==> src/rtl/demux4_fifo.sv <==
`default_nettype none
// ============================================================================
// Module      : demux4_fifo
// Description : 1-to-4 buffered demultiplexer. Each accepted word is steered
//               by in_sel into one of four independent FIFOs. Each FIFO drains
//               through its own valid/ready handshake.
//               Optional macro DEMUX4_STALL_CNT_EN adds a saturating 16-bit
//               count of cycles where in_valid=1 and in_ready=0.
// Revision    : 1.0 - initial release
// ============================================================================
module demux4_fifo #(
    parameter int WIDTH = 32,
    parameter int DEPTH = 2,
    parameter int PTR_W = $clog2(DEPTH)
) (
    input  logic                     clk,
    input  logic                     rst,
    input  logic [WIDTH-1:0]         in_data,
    input  logic [1:0]               in_sel,
    input  logic                     in_valid,
    output logic                     in_ready,
    output logic [4*WIDTH-1:0]       out_data,
    output logic [3:0]               out_valid,
    input  logic [3:0]               out_ready,
    output logic [4*(PTR_W+1)-1:0]   occ
`ifdef DEMUX4_STALL_CNT_EN
    ,
    output logic [15:0]              stall_cnt
`endif
);

    localparam logic [PTR_W:0] c_full_cnt = (PTR_W+1)'(DEPTH);

    logic [3:0] w_full;

    // Acceptance depends only on the registered count of the selected
    // channel, so a full channel refuses a push even if it pops this cycle.
    assign in_ready = !w_full[in_sel];

    for (genvar k = 0; k < 4; k++) begin : g_ch
        logic [WIDTH-1:0] r_mem [DEPTH];
        logic [PTR_W-1:0] r_wr;
        logic [PTR_W-1:0] r_rd;
        logic [PTR_W:0]   r_cnt;
        logic             w_push;
        logic             w_pop;

        assign w_push = in_valid && in_ready && (in_sel == 2'(k));
        assign w_pop  = (r_cnt != '0) && out_ready[k];
        assign w_full[k] = (r_cnt == c_full_cnt);

        assign out_valid[k]                     = (r_cnt != '0);
        assign out_data[k*WIDTH +: WIDTH]       = (r_cnt != '0) ? r_mem[r_rd] : '0;
        assign occ[k*(PTR_W+1) +: (PTR_W+1)]    = r_cnt;

        // Per-channel storage, pointers and occupancy; pointers wrap naturally
        // and full/empty are derived from the count only.
        always_ff @(posedge clk) begin
            if (rst) begin
                for (int i = 0; i < DEPTH; i++) begin
                    r_mem[i] <= '0;
                end
                r_wr  <= '0;
                r_rd  <= '0;
                r_cnt <= '0;
            end else begin
                if (w_push) begin
                    r_mem[r_wr] <= in_data;
                    r_wr        <= r_wr + PTR_W'(1);
                end
                if (w_pop) begin
                    r_rd <= r_rd + PTR_W'(1);
                end
                case ({w_push, w_pop})
                    2'b10:   r_cnt <= r_cnt + (PTR_W+1)'(1);
                    2'b01:   r_cnt <= r_cnt - (PTR_W+1)'(1);
                    default: r_cnt <= r_cnt;
                endcase
            end
        end
    end

`ifdef DEMUX4_STALL_CNT_EN
    logic [15:0] r_stall_cnt;

    assign stall_cnt = r_stall_cnt;

    // Saturating count of cycles where the producer is held off.
    always_ff @(posedge clk) begin
        if (rst) begin
            r_stall_cnt <= '0;
        end else if (in_valid && !in_ready && (r_stall_cnt != 16'hFFFF)) begin
            r_stall_cnt <= r_stall_cnt + 16'd1;
        end
    end
`endif

endmodule
`default_nettype wire

==> config.mk <==
export PLATFORM = sky130hd
export DESIGN_NAME = demux4_fifo
export DESIGN_NICKNAME = d
export VERILOG_FILES = /design/src/rtl/demux4_fifo.sv
export SDC_FILE = /design/constraint.sdc
export NUM_CORES = 1
export LEC_CHECK = 0
export ABC_AREA = 1
export CAP_MARGIN = 20
export CORE_MARGIN = 2
export CORE_UTILIZATION = 60
export CTS_BUF_LIST = sky130_fd_sc_hd__clkbuf_4
export CTS_CLUSTER_SIZE = 25
export DETAILED_ROUTE_END_ITERATION = 12
export PLACE_DENSITY = 0.87
export SKIP_CTS_REPAIR_TIMING = 1
export SYNTH_ARGS = -nofsm -noshare
export SYNTH_HDL_FRONTEND = slang
export SYNTH_SLANG_ARGS = --single-unit
==> constraint.sdc <==
create_clock -name clk -period 4.2 [get_ports clk]
set_input_delay 0.84 -clock clk [delete_from_list [all_inputs] [get_ports clk]]
set_output_delay 0.84 -clock clk [all_outputs]
set_load 0.005 [all_outputs]
### Word-level counts from Yosys, hierarchy flattened

Memory sizes are Yosys's and may differ from the RTL's. A register that Yosys moved wholly into a read port is not among the register bits.
Index checks and enable logic that the tools add are counted.

| operators by class | value |
|---|---|
| add/subtract/negate cells | 16 |
| $lt $le $gt $ge | 1 |
| equality and inequality tests | 15 |
| multiplexer cells | 44 |
| reduce and logical (&&, ||, !) cells | 23 |

Operator list:

| cell | count |
|---|---|
| 2-to-1 mux 32 bit | 8 |
| OR reduction 32 bit | 4 |
| 2-to-1 mux 1 bit | 31 |
| == test 2 bit, second input constant | 10 |
| one-hot mux 2 bit (2 select lines) | 4 |
| nonzero test 2 bit | 8 |
| == test 2 x 1 -> 1 bit, second input constant | 5 |
| logical AND 1 bit | 9 |
| adder 1 bit, second input constant | 8 |
| adder 2 x 1 -> 2 bit, second input constant | 4 |
| subtractor 2 x 1 -> 2 bit, second input constant | 4 |
| < comparator 2 x 3 -> 1 bit, second input constant | 1 |
| binary-select mux 1 bit (select 2 bit) | 1 |
| logical NOT 2 bit | 1 |
| logical NOT 1 bit | 1 |

| storage, ports and cells | value |
|---|---|
| register bits | 16 |
| RAM bits | 256 |
| input port bits | 41 |
| output and inout port bits | 141 |
| logic and storage cells | 115 |
| memories kept | 4 |

Memories:

| name | words | width | read ports | clocked after memory_dff | write ports | RTL line | text |
|---|---|---|---|---|---|---|---|
| g_ch[0].r_mem | 2 | 32 | 1 | 1 | 2 | 41 | `logic [WIDTH-1:0] r_mem [DEPTH];` |
| g_ch[1].r_mem | 2 | 32 | 1 | 1 | 2 | 41 |  |
| g_ch[2].r_mem | 2 | 32 | 1 | 1 | 2 | 41 |  |
| g_ch[3].r_mem | 2 | 32 | 1 | 1 | 2 | 41 |  |

### Longest topological paths before layout

Gate-level depths: netlist of the first run.

| depth | value |
|---|---|
| depth in word-level cells | 11 |
| gate-level depth with buffers | 13 |
| mapped depth without buffers | 13 |

### Worst setup path before layout of the first run

Ideal clock, no wire load.

| timing | value |
|---|---|
| kind | input to register |
| start | in in_sel[1] |
| end | mem g_ch[2].r_mem[0][0] (enable) |
| library setup time | 0.389 ns |
| arrival time | 2.314 ns |
| data required time | 3.811 ns |
| slack | 1.497 ns |
| cell stages on the path | 8 |
| path buffers | 1 |
| cell sequence | nand2_1 > inv_1 > nand2_1 > nand2_1 > nor2_4 > nand4_4 > buf_6 > nand2_1 |

RTL lines:

| item | RTL line | text |
|---|---|---|
| start: declaration | 19 | `input logic [1:0] in_sel,` |
| end: declaration | 41 |  |

==> results, run 1 <==
- The worst path arrival time is 2870 ps.
- The non-filler instance count after layout is 1672.
- The y dimension of the die is 145 microns.
- The endpoint type of the worst setup path is an output pin.
- The layout overhead on the synthesized area is 22.5%.
- The slowest stage cell on the critical path is sky130_fd_sc_hd__clkdlybuf4s50_1.
- The maximum number of pins on one net before global-route repair is 69.
- The critical path is of the reg2out type.
- The worst clock skew is 34.8 ps.
- Traced cell by cell, the critical path runs through buf_4, inv_1, buf_4, nand2_1, a21oi_1, clkdlybuf4s50_1.
- In the final layout, the share of cells above drive strength 1 is 0.106.
- In this run the most critical hold path is launched from g_ch[1].r_rd.
- The analysis attributes to cell leakage a power of 5.62 nW.
- Setup violations remaining at the end of the flow were counted as 0.
- Setup repair after global routing left no endpoint under its margin.
- The initial core utilization is 0.615.
- The run finished with clean final reports.
- On the worst path, the slowest cell contributes a delay of 560 ps.
- The cell sitting at the root of the clock tree is a sky130_fd_sc_hd__clkbuf_4.
- The critical path contains buffers and inverters numbering 4 combined.
- Hold timing on the final database bottoms out at a slack of 457 ps.
- The number of distinct library cell variants in the gate-level netlist after synthesis is 21.
- Synthesis produced 1160 cells.
- The final hold violation count came to 0.
- Pin placement for this block handled 182 I/O pins.
- For the worst flop-to-flop path, the logic depth is 9.
- Dividing the detail-routed via count by the number of cells gives 5.63.
- The initial antenna violation count was 0.
- The wire length after detailed routing is 31.8 mm.
- Across the VDD grid, the largest voltage drop is 0.275 mV.
- The maximum level of the CTS H-tree is 3.
- The upper clock frequency limit is 270 MHz.
- The tool flagged a number of max-cap violations equal to 0.
- Of the post-synthesis cell area, the dominant cell type holds 0.640.
- The area enclosed by the die boundary is 0.0212 sq mm.
- The maximum root-to-sink buffer count is 3.
- The post-synthesis area per instance is 10.4 sq um.
- Counting instances, the worst hold path has a depth of 1.
- The start of the worst register-to-register path is g_ch[0].r_cnt[0].
- Across every metal layer, demand over resource in global routing totals 0.298.
- Of the synthesized area, sequential elements account for 0.673.
- The max-slew violation total from the final report is 0.
- For the pin with the worst max-slew slack, the measured transition is 1170 ps.
- The worst setup path is launched from a flop.
- The terminus of the critical flop-to-flop path is g_ch[0].r_cnt[1].
- The later pin in the worst-skew pair is clocked with a latency of 650 ps.
- Among cell families on the critical path, the largest total delay comes from buffers and inverters.
- For hold timing, the worst endpoint is g_ch[1].r_rd.
- The initial detailed-routing violation count is 870.
- The Yosys warning count is 0.
- The last weighted congestion value of the routability-driven placer is 0.854.
- The cell type contributing the most total cell area after synthesis is sky130_fd_sc_hd__edfxtp_1.
- In this run the standard cell core region covers 0.0195 sq mm.
- Counting flops with an async set or reset pin after synthesis yields a share of 0.
- The number of enable-type register cells in the synthesized netlist is 256.
- The post-route minimum period is 3710 ps.
- The highest fanout seen on the critical path is 33.
- In the routed design, unresolved DRC markers number 0.
- The via count is 9413.
- The global-route wire length before repair is 48.4 mm.
- The period utilization is 0.883.
- At the worst endpoint, the required time is 3360 ps.
- The synthesized net count is 1205.
- The main flop type after synthesis is sky130_fd_sc_hd__edfxtp_1.
- The most frequently used cell type in the post-synthesis netlist is sky130_fd_sc_hd__nand2_1.
- The total half-perimeter wirelength after legalization and detailed placement is 19.6 mm.
- Clock tree synthesis found a total of 276 sinks.
- Once placement completed, the tool counted placed cells totaling 1564.
- The most frequent cell on the critical path is sky130_fd_sc_hd__buf_4.
- The filler cells instantiated in the layout total 1316.
- The setup slack on the worst flop-to-flop path is 1700 ps.
- The net count of the finished layout is 1414.
- The total negative slack is 0 ps.
- Once layout is complete, the utilization of the core stands at 0.753.
- The flop and latch count out of synthesis is 276.
- In this run the tightest slew margin relative to its limit is 0.217.
- The number of nets still failing antenna checks after routing is 0.
- The commonest cells after synthesis are 285 x sky130_fd_sc_hd__nand2_1, 256 x sky130_fd_sc_hd__edfxtp_1, 209 x sky130_fd_sc_hd__nor2_1, 148 x sky130_fd_sc_hd__a21oi_1.
- For this run, the detailed router's first-pass iteration total came to 6.
- Summing internal, switching and leakage power gives 6.18 mW.
- The mapped cell area is 0.0120 sq mm.
- The total grt overflow is 0.
- The type of the most critical hold path is reg2reg.
- In this run the power density over the cells is 420 mW/mm^2.
- The number of global-route vias before repair is 9223.
- During placement, the flow inserted port buffers numbering 181.
- The number of antenna repair diodes is 0.
- The floorplan die width is 145 microns.
- After clock tree synthesis, the clock-pin slew on the worst setup and hold paths is 60 ps.
- The total number of placement rows is 51.
- By area the synthesized netlist is led by sky130_fd_sc_hd__edfxtp_1 64%, sky130_fd_sc_hd__nand2_1 8.9%, sky130_fd_sc_hd__nor2_1 6.5%.
- The routed length per placed instance is 19.0 microns.
- TritonCTS built the clock tree.
- The number of CTS-inserted buffers is 68.
[cells in the final DEF (no fill, tap or decap)]
master                            instances
sky130_fd_sc_hd__ha_1                     4
sky130_fd_sc_hd__buf_4                   29
sky130_fd_sc_hd__nor2_4                   1
sky130_fd_sc_hd__nand4_4                  2
sky130_fd_sc_hd__nor3_2                   4
sky130_fd_sc_hd__nand3_1                  7
sky130_fd_sc_hd__buf_12                   2
sky130_fd_sc_hd__inv_2                    2
sky130_fd_sc_hd__clkdlybuf4s50_1        180
sky130_fd_sc_hd__buf_2                    1
sky130_fd_sc_hd__dfxtp_1                 20
sky130_fd_sc_hd__clkbuf_4                91
sky130_fd_sc_hd__nor2_2                   9
sky130_fd_sc_hd__edfxtp_1               256
sky130_fd_sc_hd__nand2_1                285
sky130_fd_sc_hd__o21ai_0                 16
sky130_fd_sc_hd__clkinv_2                 2
sky130_fd_sc_hd__inv_1                   60
sky130_fd_sc_hd__a21oi_1                148
sky130_fd_sc_hd__nor3_1                  60
sky130_fd_sc_hd__nor2_1                 205
sky130_fd_sc_hd__clkinv_1                15
sky130_fd_sc_hd__nand4_1                  2
sky130_fd_sc_hd__nand2_2                  6
[state kept, by name, summed over array words and instances (netlist names), named ones only]
name	count
g_ch.r_wr	4
g_ch.r_cnt	8
g_ch.r_rd	4
g_ch.r_mem	256
[logic make-up (layout without fill, tap and decap cells)]
group                    count (synthesis)  in the layout  share of synthesized area
AND/OR/NAND/NOR                        581            581                      0.197
flip-flops                             276            276                      0.673
AO/OA/AOI/OAI                          164            164                     0.0683
buffers and inverters                  135            382                     0.0574
adder cells (fa/ha/maj)                  4              4                    0.00417
[worst max-delay path by stage]
stage	end	slack (ps)	start	depth (start not counted)
after floorplan	g_ch[2].r_mem[0][0]	1500	in_sel[1]	8
after detailed placement	in_ready	880	in_sel[0]	7
after global routing	out_data[31]	400	flop	6
after global placement	in_ready	930	in_sel[0]	7
final	out_data[31]	490	flop	6
after CTS	out_data[31]	530	flop	6
[worst reg2reg max path, stage by stage, from the launching register on]
cell and delay [ps]:
sky130_fd_sc_hd__dfxtp_1 370, sky130_fd_sc_hd__nor2_2 890, sky130_fd_sc_hd__inv_1 140, sky130_fd_sc_hd__nand2_1 100, sky130_fd_sc_hd__inv_1 80, sky130_fd_sc_hd__ha_1 330
sky130_fd_sc_hd__a21oi_1 140, sky130_fd_sc_hd__o21ai_0 120, sky130_fd_sc_hd__o21ai_0 160, sky130_fd_sc_hd__a21oi_1 60
[routing by layer]
layer | GRT usage | vias up | wire, microns
met5 | 0 | - | 0
met4 | 0.146 | 0 | 1200
met3 | 0.0655 | 92 | 3940
met2 | 0.489 | 588 | 15400
met1 | 0.379 | 4389 | 11300
li1 | - | 4344 | -
[where the power goes]
| group | switching [mW] | leakage, nW | internal, mW |
|---|---|---|---|
| clock network | 1.01 | 0.453 | 0.998 |
| logic | 0.590 | 2.35 | 0.380 |
| registers | 0.0521 | 2.82 | 3.14 |
[final cells by class]
type	count	area [sq um]	area share
inverters	62	233	0.0158
flip-flops and latches	276	8090	0.550
repair buffers	212	2060	0.140
clock inverters	17	66.3	0.00451
multi-input cells	749	3250	0.221
well taps	265	332	0.0225
clock buffers	91	683	0.0464
[metrics by stage]
stage / setup slack [ps] / instance area (sq um)
floorplan: 1500 / 12000
global placement: 927 / 14000
detailed placement: 876 / 14000
CTS: 533 / 14700
global route: 404 / 14700
finish: 492 / 14700
No activity file was read; power rests on OpenSTA's default activity.
==> run 2: changes to the inputs <==
ABC_AREA = unset   (was 1)
CORE_UTILIZATION = 61   (was 60)
PLACE_DENSITY = 0.88   (was 0.87)
==> results, run 2 <==
- The clock share of power is 0.329 (+0.003).
- The number of enable-type register cells in the synthesized netlist is 256 (unchanged).
- The I/O pin count is 182 (unchanged).
- The post-synthesis area per instance is 12.5 sq um (+21%).
- The sum of internal, switching and leakage power is 6.82 mW (+10%).
- The number of nets still failing antenna checks after routing is 0 (unchanged).
- The worst-margin pin slew is 1010 ps (-161 ps).
- The maximum level of the CTS H-tree is 3 (unchanged).
- The period utilization is 0.840 (-0.0426).
- The share of layout cells above drive strength 1 came to 0.130 (+0.0241).
- The worst path arrival time was 2690 ps (-180 ps).
- The net count of the finished layout is 1232 (-13%).
- The post-route minimum period came to 3530 ps (-179 ps).
- The clock edge transition at the registers on the reported setup and hold paths is 60 ps (about the same).
- The post-place instance area is 0.0143 sq mm (+2.7%).
- The max-slew violation total from the final report is 0 (unchanged).
- The slowest stage cell on the critical path is sky130_fd_sc_hd__dfxtp_2.
- g_ch.r_mem holds more flip-flops than any other register.
- The number of flip-flops in the largest register is 256 (unchanged).
- The longest individual stage delay on the worst path came to 890 ps (+330 ps).
- The routed length per placed instance is 20.5 microns (+7.8%).
- The non-filler instance count after layout came to 1503 (-10%).
- The last weighted congestion value of the routability-driven placer is 0.811 (-5.0%).
- The startpoint type of the worst setup path is a flop.
- The final hold violation count is 0 (unchanged).
- The upper clock frequency limit was 283 MHz (+5.1%).
- The final worst setup slack came to 671 ps (+179 ps).
- The start of the worst register-to-register path is g_ch[2].r_cnt[0].
- The number of instances in the synthesized netlist is 983 (-15%).
- The power density relative to cell area is 449 mW/mm^2 (+6.9%).
- The fraction of post-synthesis cell area in the top cell type by area is 0.624 (-0.0164).
- The number of cells after detailed placement is 1388 (-11%).
- The wire length after detailed routing was 30.8 mm (-3.1%).
- The worst setup path is of the reg2out kind.
- In this run the most critical hold path is launched from g_ch[0].r_wr.
- The maximum number of pins on one net before global-route repair is 38 (-45%).
- The area of the core is 0.0200 sq mm (+2.6%).
- The internal power component was 4.97 mW (+9.9%).
- The final hold slack is 507 ps (+49.8 ps).
- The type of the most critical hold path is reg2reg.
- The switching power was 1.85 mW (+12%).
- The number of buffers added on ports is 181 (unchanged).
- The share of power burned in combinational logic is 0.186 (+0.029).
- The reported leakage power is 5.39 nW (-4.1%).
- The total negative slack was 0 ps (unchanged).
- The pre-CTS worst setup slack is 932 ps (+56.0 ps).
- The initial core utilization was 0.615 (about the same).
- The topmost layer with routed signal wires is met5.
- The post-route DRC violation count was 0 (unchanged).
- After synthesis, the most frequently instantiated cells are 259 x sky130_fd_sc_hd__nor2_1, 256 x sky130_fd_sc_hd__edfxtp_1, 129 x sky130_fd_sc_hd__and2_1, 128 x sky130_fd_sc_hd__mux2i_1, 41 x sky130_fd_sc_hd__nand2b_1.
- The floorplan die width was 146 microns (+0.46%).
- The maximum resistive drop on vdd was 0.320 mV (+16%).
- The area enclosed by the die boundary is 0.0214 sq mm (+0.92%).
- The share of synthesized flip-flops with an asynchronous set or reset is 0 (unchanged).
- The CTS tree is yes.
- Setup repair after global routing left no endpoint under its margin.
- The fraction of power consumed by sequential logic is 0.485 (-0.032).
- Among all flip-flop cells after synthesis, the most frequent one is sky130_fd_sc_hd__edfxtp_1.
- The highest fanout seen on the critical path is 23 (-30%).
- Leaving out fill and tap cells, the most frequent cells in the layout are 256 x sky130_fd_sc_hd__edfxtp_1, 255 x sky130_fd_sc_hd__nor2_1, 180 x sky130_fd_sc_hd__clkdlybuf4s50_1.
- The remaining max-slew budget at the tightest pin is 0.325 (+0.108).
- The first-pass detailed-route iteration total is 5 (-1).
- The cell class contributing the biggest share of worst-path delay is flip-flops.
- The worst clock skew came to 51.2 ps (+16.4 ps).
- In the final layout, the registers with the most flip-flops are g_ch.r_mem (256), g_ch.r_cnt (8).
- The total number of placement rows is 52 (+2.0%).
- The amount of wire on met2 after detailed routing was 15.1 mm (-1.8%).
- Traced cell by cell, the critical path runs through buf_4, mux2i_1, nor2_1, clkdlybuf4s50_1.
- Among all cell types in the netlist, the one instantiated most often is sky130_fd_sc_hd__nor2_1.
- The endpoint type of the worst setup path is an output pin.
- The total half-perimeter wirelength after legalization and detailed placement is 18.6 mm (-4.9%).
- The total length of routed met3 wires is 3.13 mm (-20%).
- The Yosys warning count is 0 (unchanged).
- The number of CTS-inserted buffers is 67 (-1.5%).
- The ratio of routed vias to standard cells was 5.67 (+0.68%).
- The flop and latch count out of synthesis came to 276 (unchanged).
- The maximum root-to-sink buffer count is 3 (unchanged).
- The post-route standard cell area excluding fillers is 0.0152 sq mm (+3.3%).
- After synthesis, the cell types taking the most area are sky130_fd_sc_hd__edfxtp_1 62%, sky130_fd_sc_hd__mux2i_1 10%, sky130_fd_sc_hd__nor2_1 7.9%.
- The number of global-route vias before repair came to 8652 (-6.2%).
- The core utilization of the finished layout is 0.758 (+0.00500).
- The buffering stage count on the worst path with inverters included is 2 (-2).
- The mapped cell area is 0.0123 sq mm (+2.6%).
- Leaving out fill and tap cells, the most frequent cell in the layout is sky130_fd_sc_hd__edfxtp_1.
- The initial detailed-routing violation count is 738 (-15%).
- The initial antenna violation count is 2 (+2).
- The number of setup violations in the final report is 0 (unchanged).
- The layout overhead on the synthesized area is 23.3%.
- The y dimension of the die was 146 microns (+0.46%).
- The total grt overflow is 0 (unchanged).
- The global-route wire length before repair is 46.3 mm (-4.4%).
- The number of distinct library cell variants in the gate-level netlist after synthesis is 36 (+71%).
- The all-layer global routing usage is 0.288 (-0.0104).
- The detailed-route wire length on metal 1 was 11.5 mm (+1.6%).
- The required time reported for the critical path endpoint is 3360 ps (about the same).
- The via count is 8519 (-9.5%).
- The switching part of the total was 0.272 (+0.00358).
- The cell chosen for the clock root is sky130_fd_sc_hd__clkbuf_4.
- The synthesized net count is 1028 (-15%).
- The run finished with clean final reports.
- The clock latency reported for the late side of the worst-skew pair is 690 ps (+40 ps).
- The portion of the post-synthesis area used by sequential elements is 0.656 (-0.0172).
- The cell type contributing the most total cell area after synthesis is sky130_fd_sc_hd__edfxtp_1.
- The clock sink count is 276 (unchanged).
- The count of max-cap constraint violations is 0 (unchanged).
-- run 2: area by class of cell --
class	instances	area, sq um
inverter	9	33.8
fill	1287	4840
timing repair buffer	197	1930
antenna	2	5.00
multi-input combinational	636	3950
clock inverter	14	105
tap	270	338
sequential	276	8090
clock buffer	99	743
-- run 2: per-layer routing --
layer / up-vias / GRT usage
met5: - / 0
met4: 2 / 0.144
met3: 93 / 0.0659
met2: 526 / 0.481
met1: 4078 / 0.355
li1: 3820 / -
-- run 2: cells by family (layout without fill, tap and decap cells) --
| group | count (synthesis) | in the layout | share of synthesized area |
|---|---|---|---|
| AND/OR/NAND/NOR | 472 | 472 | 0.189 |
| flip-flops | 276 | 276 | 0.656 |
| multiplexers | 130 | 130 | 0.107 |
| buffers and inverters | 71 | 319 | 0.0274 |
| AO/OA/AOI/OAI | 18 | 18 | 0.00802 |
| XOR/XNOR | 12 | 12 | 0.00853 |
| adder cells (fa/ha/maj) | 4 | 4 | 0.00406 |
| other | 0 | 2 | 0 |
-- run 2: final timing paths --
path / endpoint / slack (ps) / depth (start not counted)
setup / recovery: out_data[108] / 670 / 4
hold / removal: g_ch[0].r_wr / 510 / 2
setup reg to reg: g_ch[2].r_mem[0][29] / 1930 / 4
hold reg to reg: g_ch[0].r_wr / 510 / 2
-- run 2: power by group through the flow --
stage / combinational, mW / sequential (mW) / clock, mW
floorplan: 0.693 / 3.26 / 0
finish: 1.27 / 3.31 / 2.24
global placement: 1.24 / 3.36 / 0
global route: 1.36 / 3.33 / 2.38
detailed placement: 1.27 / 3.37 / 0
CTS: 1.28 / 3.31 / 2.26
-- run 2: tightest hold or removal path, cell delays in order, from the launching register on --
cell and delay, ps:
sky130_fd_sc_hd__dfxtp_1 330, sky130_fd_sc_hd__o31ai_1 70, sky130_fd_sc_hd__a21oi_1 60
==> run 3: changes to the inputs <==
CORE_UTILIZATION = 51   (was 61)
PLACE_DENSITY = 0.79   (was 0.88)
clock period = 3.1 ns   (was 4.2 ns; I/O delays follow)
==> results, run 3 (synthesis gave the netlist of run 2 again) <==
- The flow ran to the end, and the final reports show no timing, DRC or antenna violations.
- The worst-margin pin slew is 928 ps (-84.2 ps).
- The wire length after detailed routing is 31.6 mm (+2.5%).
- The initial detailed-routing violation count was 650 (-12%).
- The maximum root-to-sink buffer count is 3 (unchanged).
- The reported leakage power is 5.53 nW (+2.5%).
- Setup repair after global routing left no endpoint under its margin.
- The max-slew violation total from the final report is 0 (unchanged).
- The area enclosed by the die boundary is 0.0254 sq mm (+19%).
- The area of the core is 0.0236 sq mm (+18%).
- The layout filler cell count came to 1751 (+36%).
- The post-place instance area was 0.0146 sq mm (+1.8%).
- The worst setup path is of the reg2out kind.
- The number of CTS-inserted buffers is 70 (+4.5%).
- The highest fanout seen on the critical path is 21 (-8.7%).
- The I/O pin count was 182 (unchanged).
- The total length of routed met3 wires is 2.73 mm (-13%).
- The worst path arrival time is 2370 ps (-320 ps).
- The final worst setup slack was 111 ps (-560 ps).
- The startpoint type of the worst setup path is a flop.
- In this run the clock root is driven by a sky130_fd_sc_hd__clkbuf_4.
- The clock latency reported for the late side of the worst-skew pair is 690 ps (about the same).
- The period utilization is 0.964.
- The maximum number of pins on one net before global-route repair is 55 (+45%).
- The clock edge transition at the registers on the reported setup and hold paths is 70 ps (about the same).
- The total grt overflow is 0 (unchanged).
- The number of nets still failing antenna checks after routing was 0 (unchanged).
- The worst setup path is captured at an output pin.
- The final hold violation count was 0 (unchanged).
- For the finished layout, the period the worst path requires is 2990 ps.
- The maximum level of the CTS H-tree was 3 (unchanged).
- The remaining max-slew budget at the tightest pin is 0.381 (+0.0561).
- Counting flops per register, the top entry is g_ch.r_mem.
- Relative to the synthesized area, the layout overhead comes to 26.0%.
- TritonCTS built the clock tree.
- The maximum resistive drop on vdd is 0.399 mV (+25%).
- The worst hold path cell count was 2 (unchanged).
- The floorplan die width is 159 microns (+9.1%).
- The count of max-cap constraint violations is 0 (unchanged).
- The pre-CTS worst setup slack was 261 ps (-671 ps).
- The y dimension of the die was 159 microns (+9.1%).
- The number of setup violations in the final report is 0 (unchanged).
- The ratio of routed vias to standard cells came to 5.38 (-5.1%).
- The top cell types in the final layout, fill and taps aside, are 256 x sky130_fd_sc_hd__edfxtp_1, 254 x sky130_fd_sc_hd__nor2_1, 180 x sky130_fd_sc_hd__clkdlybuf4s50_1.
- The global-route wire length before repair is 48.2 mm (+4.1%).
- The required time reported for the critical path endpoint is 2480 ps (-880 ps).
- The detailed-route wire length on metal 1 came to 12.6 mm (+10%).
- The amount of wire on met2 after detailed routing is 15.6 mm (+3.0%).
- The number of cells after detailed placement is 1454 (+4.8%).
- The commonest non-fill, non-tap cell in the layout is sky130_fd_sc_hd__edfxtp_1.
- The type of the most critical hold path is in2reg.
- The largest registers in the layout are g_ch.r_mem (256), g_ch.r_cnt (8).
- The post-route DRC violation count is 0 (unchanged).
- The last weighted congestion value of the routability-driven placer came to 0.804 (-0.83%).
- The net count of the finished layout is 1255 (+1.9%).
- The number of global-route vias before repair is 8489 (-1.9%).
- The first-pass detailed-route iteration total is 5 (unchanged).
- The number of cells on the worst reg-to-reg path is 3 (-1).
- The initial antenna violation count was 2 (unchanged).
- The total number of placement rows is 56 (+7.7%).
- The non-filler instance count after layout is 1586 (+5.5%).
- The total half-perimeter wirelength after legalization and detailed placement is 20.0 mm (+7.2%).
- The number of flip-flops in the largest register is 256 (unchanged).
- The clock sink count is 276 (unchanged).
- The worst clock skew is 45.6 ps (-5.60 ps).
- Derived from the worst setup path, the maximum achievable clock frequency is 335 MHz.
- The initial core utilization is 0.522 (-0.0931).
- The via count is 8534 (+0.18%).
- The post-route standard cell area excluding fillers was 0.0155 sq mm (+2.2%).
- The routed length per placed instance is 19.9 microns (-2.9%).
- The power density relative to cell area is 604 mW/mm^2 (+35%).
- The topmost layer with routed signal wires is met5.
- The share of layout cells above drive strength 1 is 0.141 (+0.0114).
- The total negative slack was 0 ps (unchanged).
- The number of buffers added on ports came to 181 (unchanged).
- The all-layer global routing usage is 0.249 (-0.0383).
## run 3: cell types whose count changed in the layout (fill, tap and decap cells not counted), sizes merged
cell / previous run / this run
diode: 2 / 1
buf: 17 / 37
clkinv: 9 / 28
clkbuf: 99 / 95
## run 3: final timing paths
path | startpoint | endpoint | slack [ps]
worst max-delay path | g_ch[2].r_cnt[1] | out_data[80] | 110
worst min-delay path | rst | g_ch[0].r_wr | 250
worst max register to register | g_ch[1].r_cnt[0] | g_ch[1].r_mem[1][7] | 1060
worst min register to register | g_ch[0].r_wr | g_ch[0].r_wr | 490
## run 3: routing by layer
metal | global-route usage | vias up
met1 | 0.318 | 4131
li1 | - | 3875
met5 | 0 | -
met4 | 0.0864 | 2
met2 | 0.418 | 473
met3 | 0.0599 | 53
## run 3: through the flow
step | hold slack (ps) | power (mW) | utilization
after global routing | 223 | 9.79 | 0.658
after floorplan | 456 | 5.36 | -
after CTS | 207 | 9.42 | 0.656
after detailed placement | 476 | 6.39 | 0.618
after global placement | 475 | 6.35 | 0.618
final | 250 | 9.38 | 0.658
## run 3: area by class of cell
cell class                      instances  area, sq um  share of cell area
Tap cell                              319          399              0.0257
Clock inverter                         33          179              0.0115
Sequential cell                       276         8100               0.522
Clock buffer                           95          713              0.0459
Inverter                                9         33.8             0.00218
Multi-Input combinational cell        636         3960               0.255
Timing Repair Buffer                  217         2150               0.138
Antenna cell                            1         2.50            0.000161
## run 3: critical path: stages, from the launching register on
cell                              delay, ps
sky130_fd_sc_hd__dfxtp_1                500
sky130_fd_sc_hd__nor2_4                 130
sky130_fd_sc_hd__buf_4                  250
sky130_fd_sc_hd__nor2_2                 230
sky130_fd_sc_hd__clkdlybuf4s50_1        550
## run 3: power breakdown
part / total (mW) / leakage [nW] / switching (mW) / internal, mW
Combinational: 1.90 / 2.17 / 0.982 / 0.917
Clock: 3.05 / 0.527 / 1.45 / 1.60
Sequential: 4.43 / 2.83 / 0.158 / 4.28
